$ cat config.mk
export PLATFORM = sky130hd
export DESIGN_NAME = mem_port_arbiter_flat
export DESIGN_NICKNAME = d
export VERILOG_FILES = /design/src/rtl/mem_port_arbiter_if.sv /design/src/rtl/mem_port_arbiter.sv /design/src/flat_wrapper.sv
export SDC_FILE = /design/constraint.sdc
export NUM_CORES = 1
export LEC_CHECK = 0
export CAP_MARGIN = 20
export CORE_ASPECT_RATIO = 1.4
export CORE_UTILIZATION = 41
export CTS_CLUSTER_DIAMETER = 60
export DETAILED_ROUTE_END_ITERATION = 12
export GPL_ROUTABILITY_DRIVEN = 0
export PLACE_DENSITY = 0.8
export SLEW_MARGIN = 5
export SYNTH_ARGS = -nofsm -noshare
export SYNTH_HDL_FRONTEND = slang
export SYNTH_SLANG_ARGS = --single-unit
$ cat constraint.sdc
create_clock -name clk -period 2.6 [get_ports clk]
set_clock_uncertainty 0.05 [all_clocks]
set_input_delay 0.26 -clock clk [delete_from_list [all_inputs] [get_ports clk]]
set_output_delay 0.26 -clock clk [all_outputs]
set_load 0.01 [all_outputs]
$ cat src/rtl/mem_port_arbiter_if.sv
// Wishbone-style memory port shared by the IF and MEM stages.
// The arbiter is the bus master; the memory (or its model) is the slave.
interface mem_port_arbiter_if;
    logic        bus_cyc;
    logic        bus_we;
    logic [3:0]  bus_sel;
    logic [31:0] bus_addr;
    logic [31:0] bus_wdata;
    logic [31:0] bus_rdata;
    logic        bus_ack;

    modport master (
        output bus_cyc, bus_we, bus_sel, bus_addr, bus_wdata,
        input  bus_rdata, bus_ack
    );

    modport slave (
        input  bus_cyc, bus_we, bus_sel, bus_addr, bus_wdata,
        output bus_rdata, bus_ack
    );
endinterface

$ cat src/rtl/mem_port_arbiter.sv
// Memory port arbiter: one non-abortable bus transaction at a time, shared
// between instruction fetch (read-only) and the data stage. Data has priority
// unless fetch has been passed over STARVE_MAX times in a row. A flush lets
// the in-flight bus cycle finish and throws its result away.
module mem_port_arbiter #(
    parameter int unsigned STARVE_MAX = 4
) (
    input  logic                 clk,
    input  logic                 rst,
    input  logic                 flush,

    input  logic                 i_req,
    input  logic [31:0]          i_addr,
    output logic [31:0]          i_rdata,
    output logic                 i_rdy,
    output logic                 stallreq_if,

    input  logic                 d_req,
    input  logic                 d_we,
    input  logic [3:0]           d_sel,
    input  logic [31:0]          d_addr,
    input  logic [31:0]          d_wdata,
    output logic [31:0]          d_rdata,
    output logic                 d_rdy,
    output logic                 stallreq_mem,

    mem_port_arbiter_if.master   bus
);

    typedef enum logic [1:0] {
        IDLE    = 2'd0,
        GRANT_I = 2'd1,
        GRANT_D = 2'd2,
        DRAIN   = 2'd3
    } state_t;

    localparam logic [3:0] STARVE_LIMIT = 4'(STARVE_MAX);

    state_t      r_state;
    state_t      w_next_state;

    logic [3:0]  r_starve_cnt;

    logic        r_bus_cyc;
    logic        r_bus_we;
    logic [3:0]  r_bus_sel;
    logic [31:0] r_bus_addr;
    logic [31:0] r_bus_wdata;
    logic [31:0] r_i_rdata;
    logic [31:0] r_d_rdata;
    logic        r_i_rdy;
    logic        r_d_rdy;

    logic        w_turnaround;
    logic        w_inst_forced;
    logic        w_grant_d;
    logic        w_grant_i;
    logic        w_release;
    logic        w_deliver;

    // A cycle right after a completion (or any flush cycle) never grants, so a
    // request the stage has not yet dropped is not issued a second time.
    assign w_turnaround  = flush | r_i_rdy | r_d_rdy;
    assign w_inst_forced = i_req & (r_starve_cnt >= STARVE_LIMIT);

    // State register.
    always_ff @(posedge clk or negedge rst) begin
        if (!rst) begin
            r_state <= IDLE;
        end else begin
            // NOTE: registers use non-blocking assignment so every flop samples pre-edge values.
            r_state <= w_next_state;
        end
    end

    // Next-state and per-cycle grant/completion decisions.
    always_comb begin
        // NOTE: every always_comb output is defaulted first, so no path can infer a latch.
        w_next_state = r_state;
        w_grant_d    = 1'b0;
        w_grant_i    = 1'b0;
        w_release    = 1'b0;
        w_deliver    = 1'b0;
        case (r_state)
            IDLE: begin
                if (!w_turnaround) begin
                    if (d_req && !w_inst_forced) begin
                        w_grant_d    = 1'b1;
                        w_next_state = GRANT_D;
                    end else if (i_req) begin
                        w_grant_i    = 1'b1;
                        w_next_state = GRANT_I;
                    end
                end
            end
            GRANT_I, GRANT_D: begin
                if (bus.bus_ack) begin
                    w_release    = 1'b1;
                    w_deliver    = ~flush;
                    w_next_state = IDLE;
                end else if (flush) begin
                    w_next_state = DRAIN;
                end
            end
            DRAIN: begin
                // The bus cannot abort: wait for the ack, deliver nothing.
                if (bus.bus_ack) begin
                    w_release    = 1'b1;
                    w_next_state = IDLE;
                end
            end
            default: w_next_state = IDLE;
        endcase
    end

    // Bus request registers and result/completion registers.
    always_ff @(posedge clk or negedge rst) begin
        if (!rst) begin
            r_bus_cyc   <= 1'b0;
            r_bus_we    <= 1'b0;
            r_bus_sel   <= 4'h0;
            r_bus_addr  <= 32'h0;
            r_bus_wdata <= 32'h0;
            r_i_rdata   <= 32'h0;
            r_d_rdata   <= 32'h0;
            r_i_rdy     <= 1'b0;
            r_d_rdy     <= 1'b0;
        end else begin
            r_i_rdy <= 1'b0;
            r_d_rdy <= 1'b0;

            if (w_grant_d) begin
                r_bus_cyc   <= 1'b1;
                r_bus_we    <= d_we;
                r_bus_sel   <= d_sel;
                r_bus_addr  <= d_addr;
                r_bus_wdata <= d_wdata;
            end else if (w_grant_i) begin
                r_bus_cyc   <= 1'b1;
                r_bus_we    <= 1'b0;
                r_bus_sel   <= 4'hF;
                r_bus_addr  <= i_addr;
                r_bus_wdata <= 32'h0;
            end else if (w_release) begin
                r_bus_cyc   <= 1'b0;
            end

            if (w_deliver) begin
                if (r_state == GRANT_I) begin
                    r_i_rdata <= bus.bus_rdata;
                    r_i_rdy   <= 1'b1;
                end else begin
                    r_d_rdy <= 1'b1;
                    // Stores complete with a pulse but leave the load data alone.
                    if (!r_bus_we) begin
                        r_d_rdata <= bus.bus_rdata;
                    end
                end
            end
        end
    end

    // Counts data grants that passed over a waiting fetch.
    always_ff @(posedge clk or negedge rst) begin
        if (!rst) begin
            r_starve_cnt <= 4'h0;
        end else if (!i_req || w_grant_i) begin
            r_starve_cnt <= 4'h0;
        end else if (w_grant_d && (r_starve_cnt != 4'hF)) begin
            r_starve_cnt <= r_starve_cnt + 4'h1;
        end
    end

    assign bus.bus_cyc   = r_bus_cyc;
    assign bus.bus_we    = r_bus_we;
    assign bus.bus_sel   = r_bus_sel;
    assign bus.bus_addr  = r_bus_addr;
    assign bus.bus_wdata = r_bus_wdata;

    assign i_rdata = r_i_rdata;
    assign d_rdata = r_d_rdata;
    assign i_rdy   = r_i_rdy;
    assign d_rdy   = r_d_rdy;

    // Stall requests drop in the completion cycle and are held low in reset.
    assign stallreq_if  = rst & i_req & ~r_i_rdy;
    assign stallreq_mem = rst & d_req & ~r_d_rdy;

endmodule
$ cat src/flat_wrapper.sv
// flat-port wrapper written by rule: the top's interface ports become plain ports
module mem_port_arbiter_flat 
#(
    parameter int unsigned STARVE_MAX = 4
)
  (clk, rst, flush, i_req, i_addr, i_rdata, i_rdy, stallreq_if, d_req, d_we, d_sel, d_addr, d_wdata, d_rdata, d_rdy, stallreq_mem, bus_bus_cyc, bus_bus_we, bus_bus_sel, bus_bus_addr, bus_bus_wdata, bus_bus_rdata, bus_bus_ack);
  mem_port_arbiter_if bus_i ();
  input  logic clk;
  input  logic rst;
  input  logic flush;
  input  logic i_req;
  input  logic [31:0] i_addr;
  output logic [31:0] i_rdata;
  output logic i_rdy;
  output logic stallreq_if;
  input  logic d_req;
  input  logic d_we;
  input  logic [3:0] d_sel;
  input  logic [31:0] d_addr;
  input  logic [31:0] d_wdata;
  output logic [31:0] d_rdata;
  output logic d_rdy;
  output logic stallreq_mem;
  output wire logic [$bits(bus_i.bus_cyc)-1:0] bus_bus_cyc;
  output wire logic [$bits(bus_i.bus_we)-1:0] bus_bus_we;
  output wire logic [$bits(bus_i.bus_sel)-1:0] bus_bus_sel;
  output wire logic [$bits(bus_i.bus_addr)-1:0] bus_bus_addr;
  output wire logic [$bits(bus_i.bus_wdata)-1:0] bus_bus_wdata;
  input wire logic [$bits(bus_i.bus_rdata)-1:0] bus_bus_rdata;
  input wire logic [$bits(bus_i.bus_ack)-1:0] bus_bus_ack;
  assign bus_bus_cyc = bus_i.bus_cyc;
  assign bus_bus_we = bus_i.bus_we;
  assign bus_bus_sel = bus_i.bus_sel;
  assign bus_bus_addr = bus_i.bus_addr;
  assign bus_bus_wdata = bus_i.bus_wdata;
  assign bus_i.bus_rdata = bus_bus_rdata;
  assign bus_i.bus_ack = bus_bus_ack;
  mem_port_arbiter #(.STARVE_MAX(STARVE_MAX)) u_core (.clk(clk), .rst(rst), .flush(flush), .i_req(i_req), .i_addr(i_addr), .i_rdata(i_rdata), .i_rdy(i_rdy), .stallreq_if(stallreq_if), .d_req(d_req), .d_we(d_we), .d_sel(d_sel), .d_addr(d_addr), .d_wdata(d_wdata), .d_rdata(d_rdata), .d_rdy(d_rdy), .stallreq_mem(stallreq_mem), .bus(bus_i));
endmodule
# ---- Word level (Yosys, flattened, before mapping)
# Cells that the tools add are included.
dict set report classes {
  n_addsub 1
  magnitude_cmp 1
  n_eq_ne 8
  n_mux 35
  n_bitwise 12
  reduce_logical 14
}
# op n
set ops {}
lappend ops {{$mux W32} 4}
lappend ops {{$mux W1} 20}
lappend ops {{$mux W4} 4}
lappend ops {{$mux W2} 6}
lappend ops {{$pmux W2 S3} 1}
lappend ops {{$and A1 B1 Y1} 5}
lappend ops {{$not A1 Y1} 5}
lappend ops {{$add A4 B1 Y4 const B} 1}
lappend ops {{$eq A2 B2 Y1 const B} 2}
lappend ops {{$ge A4 B3 Y1 const B} 1}
lappend ops {{$ne A2 B2 Y1 const B} 2}
lappend ops {{$ne A4 B4 Y1 const B} 1}
lappend ops {{$reduce_and A4 Y1} 1}
lappend ops {{$reduce_bool A2 Y1} 2}
lappend ops {{$ne A3 B2 Y1 const B} 1}
lappend ops {{$ne A3 B3 Y1 const B} 1}
lappend ops {{$reduce_and A3 Y1} 1}
lappend ops {{$reduce_bool A3 Y1} 1}
lappend ops {{$reduce_or A3 Y1} 1}
lappend ops {{$eq A2 B1 Y1 const B} 1}
lappend ops {{$logic_and A1 B1 Y1} 2}
lappend ops {{$logic_not A1 Y1} 2}
lappend ops {{$logic_not A2 Y1} 1}
lappend ops {{$or A1 B1 Y1} 2}
lappend ops {{other kinds (3)} 3}
dict set report totals {
  ff_bits 142
  output_inout_bits 138
  word_cells 82
}

# ---- Logic depth before layout (Yosys ltp)
dict set report depth {
  ltp_word 10
  ltp_mapped 7
  depth_no_buf 6
}

# ---- Worst setup path after synthesis
# No wires, ideal clock.
dict set report synth_timing {
  path_kind {reg-to-reg}
  start {reg u_core.r_state[0]}
  end {reg u_core.r_d_rdata[10], in the netlist u_core.d_rdata[10]}
  setup_time_ps 125
  t_arrival_ps 1736
  required_ps 2425
  slack_ps 690
  path_stages_with_launch 8
  synth_period_minus_slack_ps 1910
  path_cell_list {dfrtp_1 -> inv_1 -> ha_1 -> nor2b_1 -> nand2_1 -> nor3_2 -> buf_4 -> mux2_2}
}
dict set report synth_between {
  elab_chain_cells 4
  word_cells_on_any_way 6
  classes_between {2 x eq/ne; 1 x mux; 1 x bitwise; 2 x reduce/logical}
}
# element line
set synth_rtl {}
lappend synth_rtl {{from (decl)} mem_port_arbiter.sv:39} ;# state_t r_state;
lappend synth_rtl {{from (signal assigned)} mem_port_arbiter.sv:72} ;# r_state <= w_next_state;
lappend synth_rtl {{$eq A2 B2 Y1 / $eq A2 B1 Y1 (equally long branches)} {mem_port_arbiter.sv:84, mem_port_arbiter.sv:149}}
lappend synth_rtl {{$reduce_or A2 Y1} mem_port_arbiter.sv:84} ;# case (r_state)
lappend synth_rtl {{$mux W1} mem_port_arbiter.sv:84}
lappend synth_rtl {{$reduce_and A3 Y1 (no source line) *} n/a}
lappend synth_rtl {{to (signal assigned)} mem_port_arbiter.sv:156} ;# r_d_rdata <= bus.bus_rdata;
lappend synth_rtl {{to (decl)} mem_port_arbiter.sv:50} ;# logic [31:0] r_d_rdata;
# Every way passes the cells marked *; elsewhere a longest branch is shown, timed or not.
# A chain may end at the register's enable or synchronous reset.

# ---- Worst setup path after layout
dict set report layout_timing {
  start {reg u_core.r_state[0]}
  end {reg u_core.r_d_rdata[20], in the netlist u_core.d_rdata[20]}
}
# The elaborated chain is that of the path after synthesis.

==> impl_summary.txt <==
----------------------------------------------------
[Timing]
  Final number of max-transition violations ... 0
  Worst slew slack as a fraction of its limit ... 57.6%
  Tightest Pin Transition ... 636 ps
  Final count of hold timing violations ... 0
  Total Neg Setup Slack ... 0 ps
  Min cycle time layout ... about 2200 ps
  Peak clock frequency supported by timing ... between 0.4 and 0.5 GHz
  Setup violation total in the final timing report ... 0
  Unrepaired setup endpoints after global routing ... false
  Period utilization ... 84.0%

[Setup path]
  Crit path kind ... register to register
  Endpoint required time on the critical path ... 2840 ps
  Worst path cell trace ... inv_1 -> ha_1 -> nor2b_1 -> nand2_1 -> nor3_4 -> buf_12 -> mux2_2
  Worst Setup End Kind ... register
  Family with the most delay on the worst path ... simple AND/OR/NAND/NOR gates
  Kind of start point of the critical path ... register
  Largest fanout on the critical path ... 32
  Worst endpoint data arrival time ... 2420 ps
  Critical path's largest stage delay ... ~380 ps
  Cell with the largest stage delay on the worst path ... sky130_fd_sc_hd__dfrtp_1
  CP Buf/Inv Count ... 2

[Final layout]
  Antenna Cells ... 0
  Total of fill cells in the finished design ... around 1000
  Most frequent cells in the layout ... 275 x sky130_fd_sc_hd__clkdlybuf4s50_1, 142 x sky130_fd_sc_hd__dfrtp_1, 63 x sky130_fd_sc_hd__mux2_2
  Layout cells sized above 1 ... 19.5%
  Final Net Count ... 838
  Commonest non-fill, non-tap cell in the layout ... sky130_fd_sc_hd__clkdlybuf4s50_1
  Core occupancy in the finished layout ... 67.9%
  Relative area change from synthesis to final layout ... 61.7%
  Post-Layout Inst Area ... 9440 µm²

[GRT]
  Vias in the first global route ... 4925
  Maximum number of pins on one net before global-route repair ... ~120
  Remaining global-route overflow ... 0
  Number of antenna violations at the first check in global routing ... 0
  Wire length of the first global-routing pass ... 25300 µm
  GRT Resource Usage Total ... between 20 and 25%

[Power and ir drop]
  Leak Pwr ... 4.10 nW
  Cell Pwr Density ... 1170 nW/µm²
  Peak ir drop on the vdd network ... slightly below 0.0007 V

[Synthesis]
  Post-synthesis instance total ... about 420
  Sequential element share of the synthesized area ... 60.9%
  Number of synthesized register bits ... 142
  Count of flip-flops with a built-in enable after synthesis ... 0
  Synthesized netlist net count ... 560
  Summed instance area of the synthesized netlist ... 5840 µm²
  Number of distinct library cells after synthesis ... 35
  Fraction of registers with async set/reset ... 100%
  YS warnings ... 0
  Mapped Avg Cell Area ... 14.0 µm²
  Synth Flop Type ... sky130_fd_sc_hd__dfrtp_1

[Die]
  Placeable core region ... approximately 14000 µm²
  Total I/O pin count ... 277
  Total die area ... 14700 µm²
  Horizontal die dimension ... ~100 µm
  Die Ht ... 143 µm
  Standard-cell rows ... 51
  Initial Utilization ... a little over two fifths

[Detailed routing]
  Detail-routed via count per cell ... 5.09
  Average wire per standard cell ... 19.1 µm
  Length of the first detailed-routing pass in iterations ... 4
  Vias after detailed routing ... 4536
  Detailed-route DRC error count ... 0
  Drt total wl ... 17000 µm
  Routed Antenna Nets ... 0
  1st-iter DRT viols ... 112

[Clocking]
  Buffers from clock root to sink, at most ... 2
  Skew-Pair Late Insertion Delay ... around 400 ps
  Post-CTS setup buffers ... 0
  TritonCTS clock tree ... yes
  Total number of H-tree levels ... 4
  CTS root buffer ... sky130_fd_sc_hd__clkbuf_16
  Sinks on the clock net ... 142
  Num CTS Buffers ... 17
  Clock transition at the registers of the reported paths ... 60 ps

[Placement]
  Placed instance area ... 8820 µm²
  Detail Placement HPWL ... between 10000 and 15000 µm
  Buffers added on ports ... approximately 280

[Hold path]
  Class of the tightest hold or removal check ... input port to async pin

[Status]
  Outcome ... completed

[Flow run]
  Total of max-cap violations ... 0

----------------------------------------------------
==> worst register-to-register path: stages, from the launching register on <==
cell,delay (ps)
sky130_fd_sc_hd__dfrtp_1,380
sky130_fd_sc_hd__inv_1,90
sky130_fd_sc_hd__ha_1,300
sky130_fd_sc_hd__nor2b_1,300
sky130_fd_sc_hd__nand2_1,160
sky130_fd_sc_hd__nor3_4,170
sky130_fd_sc_hd__buf_12,240
sky130_fd_sc_hd__mux2_2,380
==> layer usage <==
metal  GRT usage [%]  vias up  wire (µm)
li1                -     2080          -
met1            24.9     2201       6250
met2            39.3      232       8440
met3            10.5       23       1970
met4            7.64        0        334
met5               0        -          0
==> synthesized netlist by cell type, drive strengths merged (4+ instances only) <==
library cell,count,share of area (%)
o22a,4,0.60
nand2,8,0.51
a21oi,34,2.9
a221oi,32,7.6
nor2,5,0.32
clkbuf,5,0.32
inv,36,2.3
mux2,64,12
o21ai,4,0.47
dfrtp,142,61
buf,23,2.7
ha,5,1.1
a22o,33,4.9
==> power breakdown <==
group / switching [mW] / internal (mW) / leakage [nW]
registers: 0.585 / 3.24 / 1.71
clock network: 0.978 / 1.53 / 0.289
logic: 1.90 / 2.78 / 2.10
==> cell families (layout without fill, tap and decap cells) <==
kind of cell	Yosys count	after routing	share of synthesized area, %
buffers and inverters	64	355	5.29
adder cells (fa/ha/maj)	5	5	1.07
AND/OR/NAND/NOR	28	28	3.02
flip-flops	142	142	60.9
AO/OA/AOI/OAI	111	111	17.1
multiplexers	66	66	12.7
==> state kept, by name, summed over array words and instances (netlist names) <==
signal,cells
u_core.bus.bus_we,1
u_core.bus.bus_addr,32
u_core.d_rdy,1
u_core.d_rdata,32
u_core.bus.bus_wdata,32
u_core.r_starve_cnt,4
u_core.i_rdata,32
u_core.bus.bus_cyc,1
u_core.i_rdy,1
u_core.bus.bus_sel,4
u_core.r_state,2
==> repair_timing <==
| action | 4_1_cts | 5_1_grt |
|---|---|---|
| gates resized for setup | 0 | 0 |
| hold buffers | 1 | 0 |
| endpoints found under the hold margin | 20 | 0 |
==> cell type report <==
| type | count | area (µm²) | share of cell area, % |
|---|---|---|---|
| multi-input cells | 210 | 2000 | 21.2 |
| flip-flops and latches | 142 | 3550 | 37.6 |
| clock inverters | 14 | 183 | 1.94 |
| repair buffers | 287 | 2910 | 30.8 |
| well taps | 185 | 231 | 2.45 |
| clock buffers | 18 | 429 | 4.55 |
| inverters | 36 | 135 | 1.43 |
==> worst paths after layout <==
kind                                             from                        to  slack (ps)  depth (start not counted)
worst max-delay path                u_core.r_state[0]        u_core.d_rdata[20]         420                          7
worst min register to register  u_core.bus.bus_sel[0]     u_core.bus.bus_sel[0]         450                          1
max in group asynchronous                         rst  u_core.bus.bus_wdata[17]        1350                          3
worst min-delay path                              rst    u_core.r_starve_cnt[2]         260                          2
worst max register to register      u_core.r_state[0]        u_core.d_rdata[20]         420                          7
min in group clk                          d_wdata[19]  u_core.bus.bus_wdata[19]         410                          2
==> stage by stage <==
stage	cells	worst slack [ps]	hold slack, ps	total power [mW]
after floorplan	416	690	-85.6	5.75
after global placement	859	425	71.0	8.37
after detailed placement	859	347	76.7	8.57
after CTS	892	378	260	11.1
after global routing	892	265	270	11.6
final	892	416	257	11.0
No activity file was read; power rests on OpenSTA's default activity.
